## src/rtl/pkt_sched_pkg.sv

```systemverilog
// Shared constants for the packet-boundary WRR / strict-priority scheduler.
package pkt_sched_pkg;

  localparam logic MODE_SP  = 1'b0;
  localparam logic MODE_WRR = 1'b1;

  localparam logic [0:0] ST_IDLE  = 1'b0;
  localparam logic [0:0] ST_GRANT = 1'b1;

endpackage

```

## src/rtl/rr_prio_pick.sv

```systemverilog
// Rotating priority encoder: first asserted request at or after ptr, wrapping.
module rr_prio_pick #(
  parameter int unsigned NUM_QUEUES = 4,
  parameter int unsigned SEL_WIDTH  = $clog2(NUM_QUEUES)
) (
  input  logic [NUM_QUEUES-1:0] req,
  input  logic [SEL_WIDTH-1:0]  ptr,
  output logic [SEL_WIDTH-1:0]  idx,
  output logic                  found
);

  localparam int unsigned SUM_WIDTH = SEL_WIDTH + 1;

  logic [2*NUM_QUEUES-1:0] req_dbl;
  logic [NUM_QUEUES-1:0]   rot;
  logic [SEL_WIDTH-1:0]    enc;
  logic [SUM_WIDTH-1:0]    sum;

  // Rotate so ptr lands at bit 0, encode the lowest set bit, then map back.
  always_comb begin
    req_dbl = {req, req};
    rot     = NUM_QUEUES'(req_dbl >> ptr);
    enc     = '0;
    found   = 1'b0;
    for (int i = NUM_QUEUES - 1; i >= 0; i--) begin
      if (rot[i]) begin
        enc   = SEL_WIDTH'(i);
        found = 1'b1;
      end
    end
    sum = SUM_WIDTH'(enc) + SUM_WIDTH'(ptr);
    if (sum >= SUM_WIDTH'(NUM_QUEUES)) begin
      sum = sum - SUM_WIDTH'(NUM_QUEUES);
    end
    idx = SEL_WIDTH'(sum);
  end

endmodule

```

## src/rtl/pkt_sched_wrr.sv

```systemverilog
// Packet-boundary egress scheduler: strict priority or packet-count WRR,
// grant locked from selection until the accepted last beat.
module pkt_sched_wrr
  import pkt_sched_pkg::*;
#(
  parameter int unsigned NUM_QUEUES   = 4,
  parameter int unsigned SEL_WIDTH    = $clog2(NUM_QUEUES),
  parameter int unsigned WEIGHT_WIDTH = 8
) (
  input  logic                               clk,
  input  logic                               rst,
  input  logic [NUM_QUEUES-1:0]              q_valid,
  input  logic                               mode,
  input  logic [NUM_QUEUES*WEIGHT_WIDTH-1:0] weights,
  input  logic                               beat_fire,
  input  logic                               beat_last,
  output logic [SEL_WIDTH-1:0]               sel_out,
  output logic                               sel_valid
);

  localparam int unsigned NQ = NUM_QUEUES;
  localparam int unsigned WW = WEIGHT_WIDTH;

  logic [0:0]           state, state_nxt;
  logic [SEL_WIDTH-1:0] sel_nxt;
  logic                 sel_valid_nxt;
  logic [SEL_WIDTH-1:0] rr_ptr, rr_ptr_nxt;
  logic                 gmode, gmode_nxt;
  logic [WW-1:0]        credit     [NQ];
  logic [WW-1:0]        credit_nxt [NQ];
  logic [WW-1:0]        wt_eff     [NQ];

  logic [NQ-1:0]        wrr_req;
  logic [NQ-1:0]        pick_req;
  logic [SEL_WIDTH-1:0] pick_ptr;
  logic [SEL_WIDTH-1:0] pick_idx;
  logic                 pick_found;
  logic                 reload;

  // Effective weights (0 counts as 1) and the credit-qualified request mask.
  always_comb begin
    for (int i = 0; i < NQ; i++) begin
      wt_eff[i]  = (weights[i*WW +: WW] == '0) ? WW'(1) : weights[i*WW +: WW];
      wrr_req[i] = q_valid[i] & (credit[i] != '0);
    end
    reload   = (mode == MODE_WRR) && (wrr_req == '0) && (q_valid != '0);
    pick_req = ((mode == MODE_SP) || reload) ? q_valid : wrr_req;
    pick_ptr = (mode == MODE_SP) ? '0 : rr_ptr;
  end

  rr_prio_pick #(
    .NUM_QUEUES (NQ),
    .SEL_WIDTH  (SEL_WIDTH)
  ) u_pick (
    .req   (pick_req),
    .ptr   (pick_ptr),
    .idx   (pick_idx),
    .found (pick_found)
  );

  always_comb begin
    state_nxt     = state;
    sel_nxt       = sel_out;
    sel_valid_nxt = sel_valid;
    rr_ptr_nxt    = rr_ptr;
    gmode_nxt     = gmode;
    credit_nxt    = credit;
    case (state)
      ST_IDLE: begin
        if (pick_found) begin
          state_nxt     = ST_GRANT;
          sel_nxt       = pick_idx;
          sel_valid_nxt = 1'b1;
          gmode_nxt     = mode;
          if (reload) begin
            credit_nxt = wt_eff;
          end
        end
      end
      ST_GRANT: begin
        if (beat_fire && beat_last) begin
          state_nxt     = ST_IDLE;
          sel_valid_nxt = 1'b0;
          // Credit is charged per packet; the pointer moves once it runs out.
          if (gmode == MODE_WRR) begin
            credit_nxt[sel_out] = credit[sel_out] - WW'(1);
            if (credit[sel_out] == WW'(1)) begin
              rr_ptr_nxt = (sel_out == SEL_WIDTH'(NQ - 1)) ? '0 : sel_out + SEL_WIDTH'(1);
            end
          end
        end
      end
      default: begin
        state_nxt     = ST_IDLE;
        sel_valid_nxt = 1'b0;
      end
    endcase
  end

  always_ff @(posedge clk) begin
    if (rst) begin
      state     <= ST_IDLE;
      sel_out   <= '0;
      sel_valid <= 1'b0;
      rr_ptr    <= '0;
      gmode     <= MODE_SP;
      credit    <= wt_eff;
    end else begin
      state     <= state_nxt;
      sel_out   <= sel_nxt;
      sel_valid <= sel_valid_nxt;
      rr_ptr    <= rr_ptr_nxt;
      gmode     <= gmode_nxt;
      credit    <= credit_nxt;
    end
  end

endmodule

```

## config.mk

```make
export PLATFORM = sky130hd
export DESIGN_NAME = pkt_sched_wrr
export DESIGN_NICKNAME = d
export VERILOG_FILES = /design/src/rtl/pkt_sched_pkg.sv /design/src/rtl/rr_prio_pick.sv /design/src/rtl/pkt_sched_wrr.sv
export SDC_FILE = /design/constraint.sdc
export NUM_CORES = 1
export LEC_CHECK = 0
export BUFFER_PORTS_ARGS = -buffer_cell sky130_fd_sc_hd__buf_4
export CAP_MARGIN = 20
export CORE_MARGIN = 3
export CORE_UTILIZATION = 40
export DETAILED_ROUTE_END_ITERATION = 16
export RECOVER_POWER = 100
export SLEW_MARGIN = 20
export SYNTH_ARGS = -nofsm -noshare
export SYNTH_HDL_FRONTEND = slang
export SYNTH_SLANG_ARGS = --single-unit
```

## constraint.sdc

```tcl
create_clock -name clk -period 5.55 [get_ports clk]
set_input_delay 0.2775 -clock clk [delete_from_list [all_inputs] [get_ports clk]]
set_output_delay 0.2775 -clock clk [all_outputs]
set_load 0.01 [all_outputs]
```

==> results by stage, run 1 <==
Outcome:
- The run finished with clean final reports.

Placed design:
- The placed standard-cell area is ~2900 um2.
- The worst setup slack before clock tree synthesis is 2546 ps.
- Summed over all nets, the half-perimeter wirelength after detailed placement is slightly above 5 mm.
- The final weighted congestion in routability-driven placement is roughly 0.9.
- The number of I/O port buffers is 43.
- Including well taps, the total number of placed cells is approximately 350.

Synth:
- The share of synthesized registers carrying an async set or reset is 0%.
- Synthesis produced a netlist with a net count of between 200 and 300.
- The average footprint of a synthesized cell is ~10 um2.
- Synthesis produced a netlist whose cell count is about 240.
- The largest family of logic cells by synthesized area is simple AND/OR/NAND/NOR gates.
- After synthesis, the cell types taking the most area are edfxtp_1 39%, mux4_2 6.4%, o21ai_0 6.1%.
- Summing the areas of all xor and xnor instances in the mapped netlist gives ~2.5% of the synthesized area.
- The post-synthesis share of cell area spent on and, or, nand and nor gates is between 10% and 20%.
- The synthesized netlist devotes between 10% and 20% of its cell area to compound gates.
- The top cell type by area accounts for 39.10% of the synthesized area.
- The sequential element share of the synthesized area is between 40% and 50%.
- For this run, the leading register cell type out of synthesis is edfxtp_1.
- The number of distinct library cells after synthesis is 45.
- In the synthesized netlist, mux cells make up approximately 9.1% of the area.
- Synthesis inferred 39 register bits.
- The count of flip-flops with a built-in enable after synthesis is 32.
- The Yosys step of the flow raised 0 warnings.
- The adder-cell share of the synthesized area is 3.564%.
- After synthesis the cells add up to approximately 2500 um2.
- edfxtp_1 takes more of the synthesized area than any other cell.

Global route:
- The via count of the first global-routing pass is 2047.
- The overall global routing resource usage is 19.01%.
- The wire length of the first global-routing pass is 10.62 mm.
- The largest net degree at the start of global routing is 37.
- The initial antenna violation count is 0.
- For this run the aggregate overflow at the end of global routing stands at 0.

Setup path:
- The sort of element at the start of the critical path is a register.
- In this design, the largest share of critical-path delay is due to compound AO/OA/AOI/OAI gates.
- The buffering stage count on the worst path with inverters included is 0.
- The data arrival at the endpoint of the critical path is about 3600 ps.
- The worst setup path category is reg -> reg.
- The worst reg-to-reg setup slack is ~2100 ps.
- The master of the slowest instance on the critical path is o21ai_0.
- Traced cell by cell, the critical path runs through or4_4 -> o21ai_0 -> a41oi_1 -> nor2_1 -> o22ai_1 -> a211oi_1 -> a31oi_1 -> ha_1 -> xnor2_1 -> a31oi_1 -> o41a_1.
- The highest cell delay on the worst timing path is 610 ps.
- Among the stages of the critical path, the cell type that occurs most often is a31oi_1.
- The worst setup path is captured at a register.
- In this run the worst path has a maximum fanout of 5.
- The data required time of the critical path is 5730 ps.

Clock tree:
- In this run the clock root is driven by a clkbuf_8.
- The clock reaches the later pin of the worst-skew pair after 300 ps.
- The clock transition at the registers of the reported paths is about 80 ps.
- TritonCTS built the clock tree.
- The clock sink total is 39.
- The post-cts hold buffer count is 0.
- The number of buffers inserted by post-CTS setup repair is 0.
- In this run the number of H-tree levels came out at 2.
- The post-CTS resize count is 0.
- Counting the buffers created by CTS gives 5.
- The clock tree buffer depth is 2.

Drt:
- The count of nets left with antenna violations once routing finished came out at 0.
- For this block, the via count after detailed routing is just over 2000.
- After the first detailed-routing iteration, the DRC count stood at approximately 150.
- For this block, the routed nets add up to between 6 and 7 mm of wire.
- Using the TritonRoute via totals, the vias-per-cell ratio works out to 5.858.
- The routed length per placed instance is 18.57 um.
- The number of detailed-routing iterations run before antenna repair is 4.
- In the routed design, unresolved DRC markers number 0.

Floorplanning:
- The core outline area is 5709 um2.
- The floorplan step set the die width to ~84 um.
- The floorplan has 27 rows.
- Pin placement for this block handled 44 I/O pins.
- The full die area is approximately 7100 um2.
- The initial cell density of the core is 43.04%.
- The die is between 80 and 90 um tall.

Power and ir drop:
- In this run the static leakage power is between 1 and 1.5 nW.
- VDD sags by at most approximately 200 uV.
- The total power density per cell area is about 270 nW/um2.

STA:
- The final setup TNS is 0 ps.
- The final hold violation count is 0.
- The max-slew violation total from the final report is 0.
- Setup repair after global routing left no endpoint under its margin.
- The final worst-path cycle share is between 60% and 70%.
- The largest clock skew in the final design is between 5 and 6 ps.
- For the pin with the worst max-slew slack, the measured transition is just under 800 ps.
- The number of failing setup endpoints in the final timing report is 0.
- The worst relative slew slack is a little under half.
- The clock period could shrink to between 3000 and 4000 ps.
- Once routing completed, OpenROAD measured the worst setup slack at between 2000 and 2500 ps.
- The maximum clock frequency is a little under 300 MHz.

Finish:
- The filler cell count in the final layout is roughly 540.
- The filler-free cell count of the finished design is 353.
- The net total in the final layout is 328.
- Summing all multi-input logic gate instances after layout gives between 1000 and 1500 um2.
- The antenna diode instance count is 0.
- The post-route netlist has approximately 23% of its cells at a drive strength greater than 1.
- Across the whole layout, storage elements account for around 1100 um2.
- From synthesis to final layout, the design area changed by 20.47%.
- The final non-filler cell area is roughly 3000 um2.

Job:
- The tool flagged a number of max-cap violations equal to 0.

Min path:
- The path class of the tightest hold or removal check is in -> reg.
## cell families after synthesis
kind of cell             after synthesis
AND/OR/NAND/NOR                       87
AO/OA/AOI/OAI                         68
buffers and inverters                 16
multiplexers                          12
adder cells (fa/ha/maj)                7
flip-flops                            39
XOR/XNOR                               7
## cells in the final DEF (no fill, tap or decap), types with 5 or more instances in the layout
cell type  netlist  layout
nand2b_1         5       5
o21ai_0         30      31
clkbuf_1         6       6
buf_4            0      39
ha_1             7       7
nor3_1           8       8
dfxtp_1          7       7
a21oi_1          8       8
nor4_1           5       5
nor2_1           9       9
inv_1            9       9
o22ai_1          5       5
nand2_1         37      37
clkbuf_8         0       5
mux4_2           7       7
edfxtp_1        32      32
## cell type report
| cell class | count | area share, % |
|---|---|---|
| Inverter | 9 | 1.141 |
| Sequential cell | 39 | 37.19 |
| Multi-Input combinational cell | 181 | 43.62 |
| Clock inverter | 2 | 2.029 |
| Tap cell | 72 | 3.043 |
| Clock buffer | 6 | 2.451 |
| Timing Repair Buffer | 44 | 10.52 |
## synth_stat cells, types with 2 or more instances
| cell | instances |
|---|---|
| o22ai_1 | 5 |
| dfxtp_1 | 7 |
| or4_1 | 3 |
| xor2_1 | 3 |
| nand3b_1 | 3 |
| mux2i_1 | 4 |
| nand2_1 | 37 |
| nand2b_1 | 5 |
| or4_4 | 3 |
| o21ai_2 | 3 |
| o21a_1 | 4 |
| inv_1 | 9 |
| o31a_1 | 3 |
| nor4_1 | 5 |
| edfxtp_1 | 32 |
| a211oi_1 | 2 |
| nor3_1 | 8 |
| nand4_1 | 3 |
| ha_1 | 7 |
| nand3_1 | 3 |
| nor2_1 | 9 |
| o211ai_1 | 2 |
| a31oi_1 | 3 |
| a41oi_1 | 2 |
| clkbuf_1 | 6 |
| a21oi_1 | 8 |
| xnor2_1 | 4 |
| o21ai_0 | 30 |
| mux4_2 | 7 |
## where the power goes
part	internal [mW]	switching, mW	leakage (nW)	total, mW
clock	0.180	0.105	0.0654	0.285
sequential	0.346	0.0208	0.373	0.367
combinational	0.0695	0.0892	0.665	0.159
## metrics by stage
stage          power, mW  utilization, %  hold WS (ps)
2_1_floorplan     0.4645               -         430.8
3_3_place_gp      0.5322           49.92         454.7
3_5_place_dp      0.5329           49.92         457.6
4_1_cts           0.8154           52.25         199.2
5_1_grt           0.8433           51.85         217.2
6_report          0.8104           51.85         214.4
## flip-flops by register name, indices dropped and copies added (netlist names)
signal / flops
rr_ptr: 2
state: 1
sel_valid: 1
sel_out: 2
gmode: 1
credit: 32
## final timing paths
path                     startpoint                       to  cells after the start
min reg2reg  rr_ptr[0]$_SDFFE_PP0P_   rr_ptr[0]$_SDFFE_PP0P_                      2
max            credit[26]$_DFFE_PP_  sel_out[1]$_SDFFE_PP0P_                     11
max reg2reg    credit[26]$_DFFE_PP_  sel_out[1]$_SDFFE_PP0P_                     11
min                             rst   rr_ptr[0]$_SDFFE_PP0P_                      2
## per-layer routing
layer / vias up / track usage, % / wire length (um)
li1: 1001 / - / -
met1: 976 / 27.57 / 3036
met2: 85 / 29.27 / 2961
met3: 6 / 3.533 / 487
met4: 0 / 5.180 / 70
met5: - / 0 / 0
No activity file was read; power rests on OpenSTA's default activity.
==> run 2, diff against run 1 <==
==> constraint.sdc (replaced) <==
create_clock -name clk -period 3.3 [get_ports clk]
set_input_delay 0.165 -clock clk [delete_from_list [all_inputs] [get_ports clk]]
set_output_delay 0.165 -clock clk [all_outputs]
set_load 0.01 [all_outputs]
==> results by stage, run 2 (synthesis results as in run 1) <==
STA:
- The max-slew violation total from the final report is 0 (unchanged).
- The final hold violation count is 0 (unchanged).
- The transition time of the tightest slew-check pin is 646.1 ps (-141.5 ps).
- The number of failing setup endpoints in the final timing report came to 0 (unchanged).
- The worst hold slack is 106.7 ps (-107.7 ps).
- The final worst-path cycle share came to 91.00% (+29 points).
- The final setup TNS is 0 ps (unchanged).
- Setup repair after global routing left no endpoint under its margin.
- The shortest clock period the worst path allows after layout is 3003 ps (-450.6 ps).
- The largest clock skew in the final design was 5.451 ps (-0.3699 ps).
- The worst relative slew slack was 56.77% (+9.8 points).
- The maximum clock frequency is 333.0 MHz (+15%).

Drt:
- The aggregate routed wire length came to 6.357 mm (-3.0%).
- The count of antenna-violating nets left after detailed routing is 0 (unchanged).
- The number of detailed-routing iterations run before antenna repair is 5 (+1).
- The DRC violation count after routing is 0 (unchanged).
- The number of vias per cell after detailed routing came to 5.711 (-2.5%).
- The overall via count from detail_route is 2033 (-1.7%).
- The number of design-rule violations left by the first detailed-router iteration is 142 (-7.2%).
- The routed length per placed instance was 17.86 um (-3.8%).

Setup path:
- The data arrival at the endpoint of the critical path is 3180 ps (-460 ps).
- The maximum fanout count along the critical path came to 5 (unchanged).
- Traced cell by cell, the critical path runs through or4_1 -> o21ai_2 -> a41oi_1 -> nor2_1 -> o22ai_1 -> a211oi_1 -> a31oi_1 -> ha_1 -> xnor2_1 -> a31oi_1 -> o41a_1.
- The buffering stage count on the worst path with inverters included came to 0 (unchanged).
- The master of the slowest instance on the critical path is or4_1.
- The highest cell delay on the worst timing path is 590 ps (-20 ps).
- In this design, the critical path's most frequently occurring cell is a31oi_1.
- The endpoint class of the critical path is a register.
- The kind of cell with the highest combined delay on the critical path is compound AO/OA/AOI/OAI gates.
- The sort of element at the start of the critical path is a register.
- The data required time of the critical path is 3480 ps (-2250 ps).
- The critical path is of the reg -> reg type.

Floorplanning:
- The number of standard-cell rows in the floorplan came to 27 (unchanged).
- The chip height came to 84.38 um (unchanged).
- The number of placed I/O pins is 44 (unchanged).
- The initial cell density of the core is 43.04% (unchanged).
- The horizontal die dimension is 84.38 um (unchanged).
- The full die area came to 7120 um2 (unchanged).
- The core outline area is 5709 um2 (unchanged).

Power and ir drop:
- The part of the power in registers is 45.2% (about the same).
- The switching portion of total power is 25.98% (-0.55 points).
- The internal power consumption is 1.004 mW (+69%).
- The static leakage is 1.123 nW (+1.8%).
- The portion of total power attributed to the clock network is 34.7% (-0.4 points).
- The total power density per cell area is 453.6 nW/um2 (+66%).
- The switching power of the nets is 0.3524 mW (+64%).
- The maximum ir drop on the vdd rail is 274.6 uV (+40%).
- The combinational group share of total power came to 20.1% (+0.5 points).

Clock tree:
- The root cell of the clock tree is clkbuf_8.
- The clock transition at the registers of the reported paths is 80 ps (about the same).
- The clock tree buffer depth is 2 (unchanged).
- The number of buffers created by CTS was 5 (unchanged).
- The post-CTS resize count is 0 (unchanged).
- The clock sink total is 39 (unchanged).
- The H-tree depth is 2 (unchanged).
- The post-cts hold buffer count is 0 (unchanged).
- The clock tree from TritonCTS is yes.
- The insertion delay of the later-clocked pin in the worst-skew pair was 290 ps (about the same).
- The number of buffers inserted by post-CTS setup repair was 0 (unchanged).

Finish:
- The net total in the final layout is 331 (+0.91%).
- The library cell used most frequently in the layout, excluding fill and tap cells, is buf_4.
- The filler-free cell count of the finished design was 356 (+0.85%).
- The fraction of layout cells with a size suffix above 1 is 24.65% (+1.5 points).
- The final non-filler cell area was 2990 um2 (+1.0%).
- The largest registers in the layout are credit (32), rr_ptr (2), sel_out (2).
- The library cells used most frequently in the layout, excluding fill and tap cells, are 43 x buf_4, 37 x nand2_1, 32 x edfxtp_1, 30 x o21ai_0.
- The number of flip-flops under the largest register name is 32 (unchanged).
- Counting flops per register, the top entry is credit.
- The area growth from synthesis to layout is 21.69%.
- The antenna diode instance count was 0 (unchanged).

Global route:
- The initial antenna violation count is 0 (unchanged).
- The overall global routing resource usage is 18.35% (-0.66 points).
- The sum of overflow across all layers after global routing was 0 (unchanged).
- The largest net degree at the start of global routing is 29 (-22%).
- The via count of the first global-routing pass is 1980 (-3.3%).
- In this run the most used layer during global routing was met2.
- The global routing met3 resource utilization came to 3.827% (+0.29 points).
- The global routing met2 resource utilization was 28.62% (-0.65 points).
- The met1 track demand over resource is 25.90% (-1.7 points).
- The wire length of the first global-routing pass was 10.25 mm (-3.4%).

Job:
- The max-cap violation count is 0 (unchanged).

Min path:
- The path class of the tightest hold or removal check is in -> reg.

Placed design:
- The number of placed instances, taps included is 348 (+0.87%).
- The final weighted congestion in routability-driven placement is 0.8653 (-5.1%).
- The placed standard-cell area is 2873 um2 (+0.79%).
- The number of I/O port buffers was 43 (unchanged).
- The HPWL after detailed placement was 5.213 mm (+0.69%).

Outcome:
- The run finished with clean final reports.
-- run 2: cell types whose count changed in the layout (fill, tap and decap cells not counted) --
cell,previous run,this run
buf_4,39,43
o21ai_0,31,30
o21ai_2,2,3
clkbuf_1,6,5
-- run 2: power by group through the flow --
stage / clock network (mW) / logic [mW] / registers [mW]
finish: 0.471 / 0.273 / 0.613
global route: 0.498 / 0.302 / 0.618
CTS: 0.478 / 0.278 / 0.613
detailed placement: 0 / 0.276 / 0.624
global placement: 0 / 0.275 / 0.624
floorplan: 0 / 0.171 / 0.610
-- run 2: final cells by class --
| class | instances | area (um2) |
|---|---|---|
| Sequential cell | 39 | 1101 |
| Inverter | 9 | 33.78 |
| Tap cell | 72 | 90.09 |
| Multi-Input combinational cell | 181 | 1295 |
| Clock buffer | 6 | 72.57 |
| Timing Repair Buffer | 47 | 337.8 |
| Clock inverter | 2 | 60.06 |
| Fill cell | 533 | 2719 |
-- run 2: worst reg2reg max path: cells and delay by family (launching register included) --
| kind | cells | cell delay (ps) |
|---|---|---|
| AO/OA/AOI/OAI | 7 | 1350 |
| AND/OR/NAND/NOR | 2 | 730 |
| flip-flops | 1 | 410 |
| adder cells (fa/ha/maj) | 1 | 200 |
| XOR/XNOR | 1 | 200 |
-- run 2: routing by layer --
metal	part of all wire (%)	vias to the layer above
met1	47	953
met5	0	-
met2	46	68
li1	-	1006
met4	1.5	0
met3	6.3	6
-- run 2: path summary, 6_finish.rpt --
check,start,end,slack [ps],cells past startpoint
setup / recovery,credit[30]$_DFFE_PP_,sel_out[1]$_SDFFE_PP0P_,300,11
hold / removal,rst,sel_valid$_SDFFE_PP0P_,110,2
setup reg to reg,credit[30]$_DFFE_PP_,sel_out[1]$_SDFFE_PP0P_,300,11
hold reg to reg,rr_ptr[0]$_SDFFE_PP0P_,rr_ptr[0]$_SDFFE_PP0P_,470,2
-- run 2: through the flow --
stage / utilization (%) / setup slack, ps / total power [mW]
2_1_floorplan: - / 546.6 / 0.7812
3_3_place_gp: 50.32 / 375.4 / 0.8983
3_5_place_dp: 50.32 / 312.5 / 0.9004
4_1_cts: 52.64 / 289.3 / 1.368
5_1_grt: 52.38 / 96.10 / 1.418
6_report: 52.38 / 297.0 / 1.356
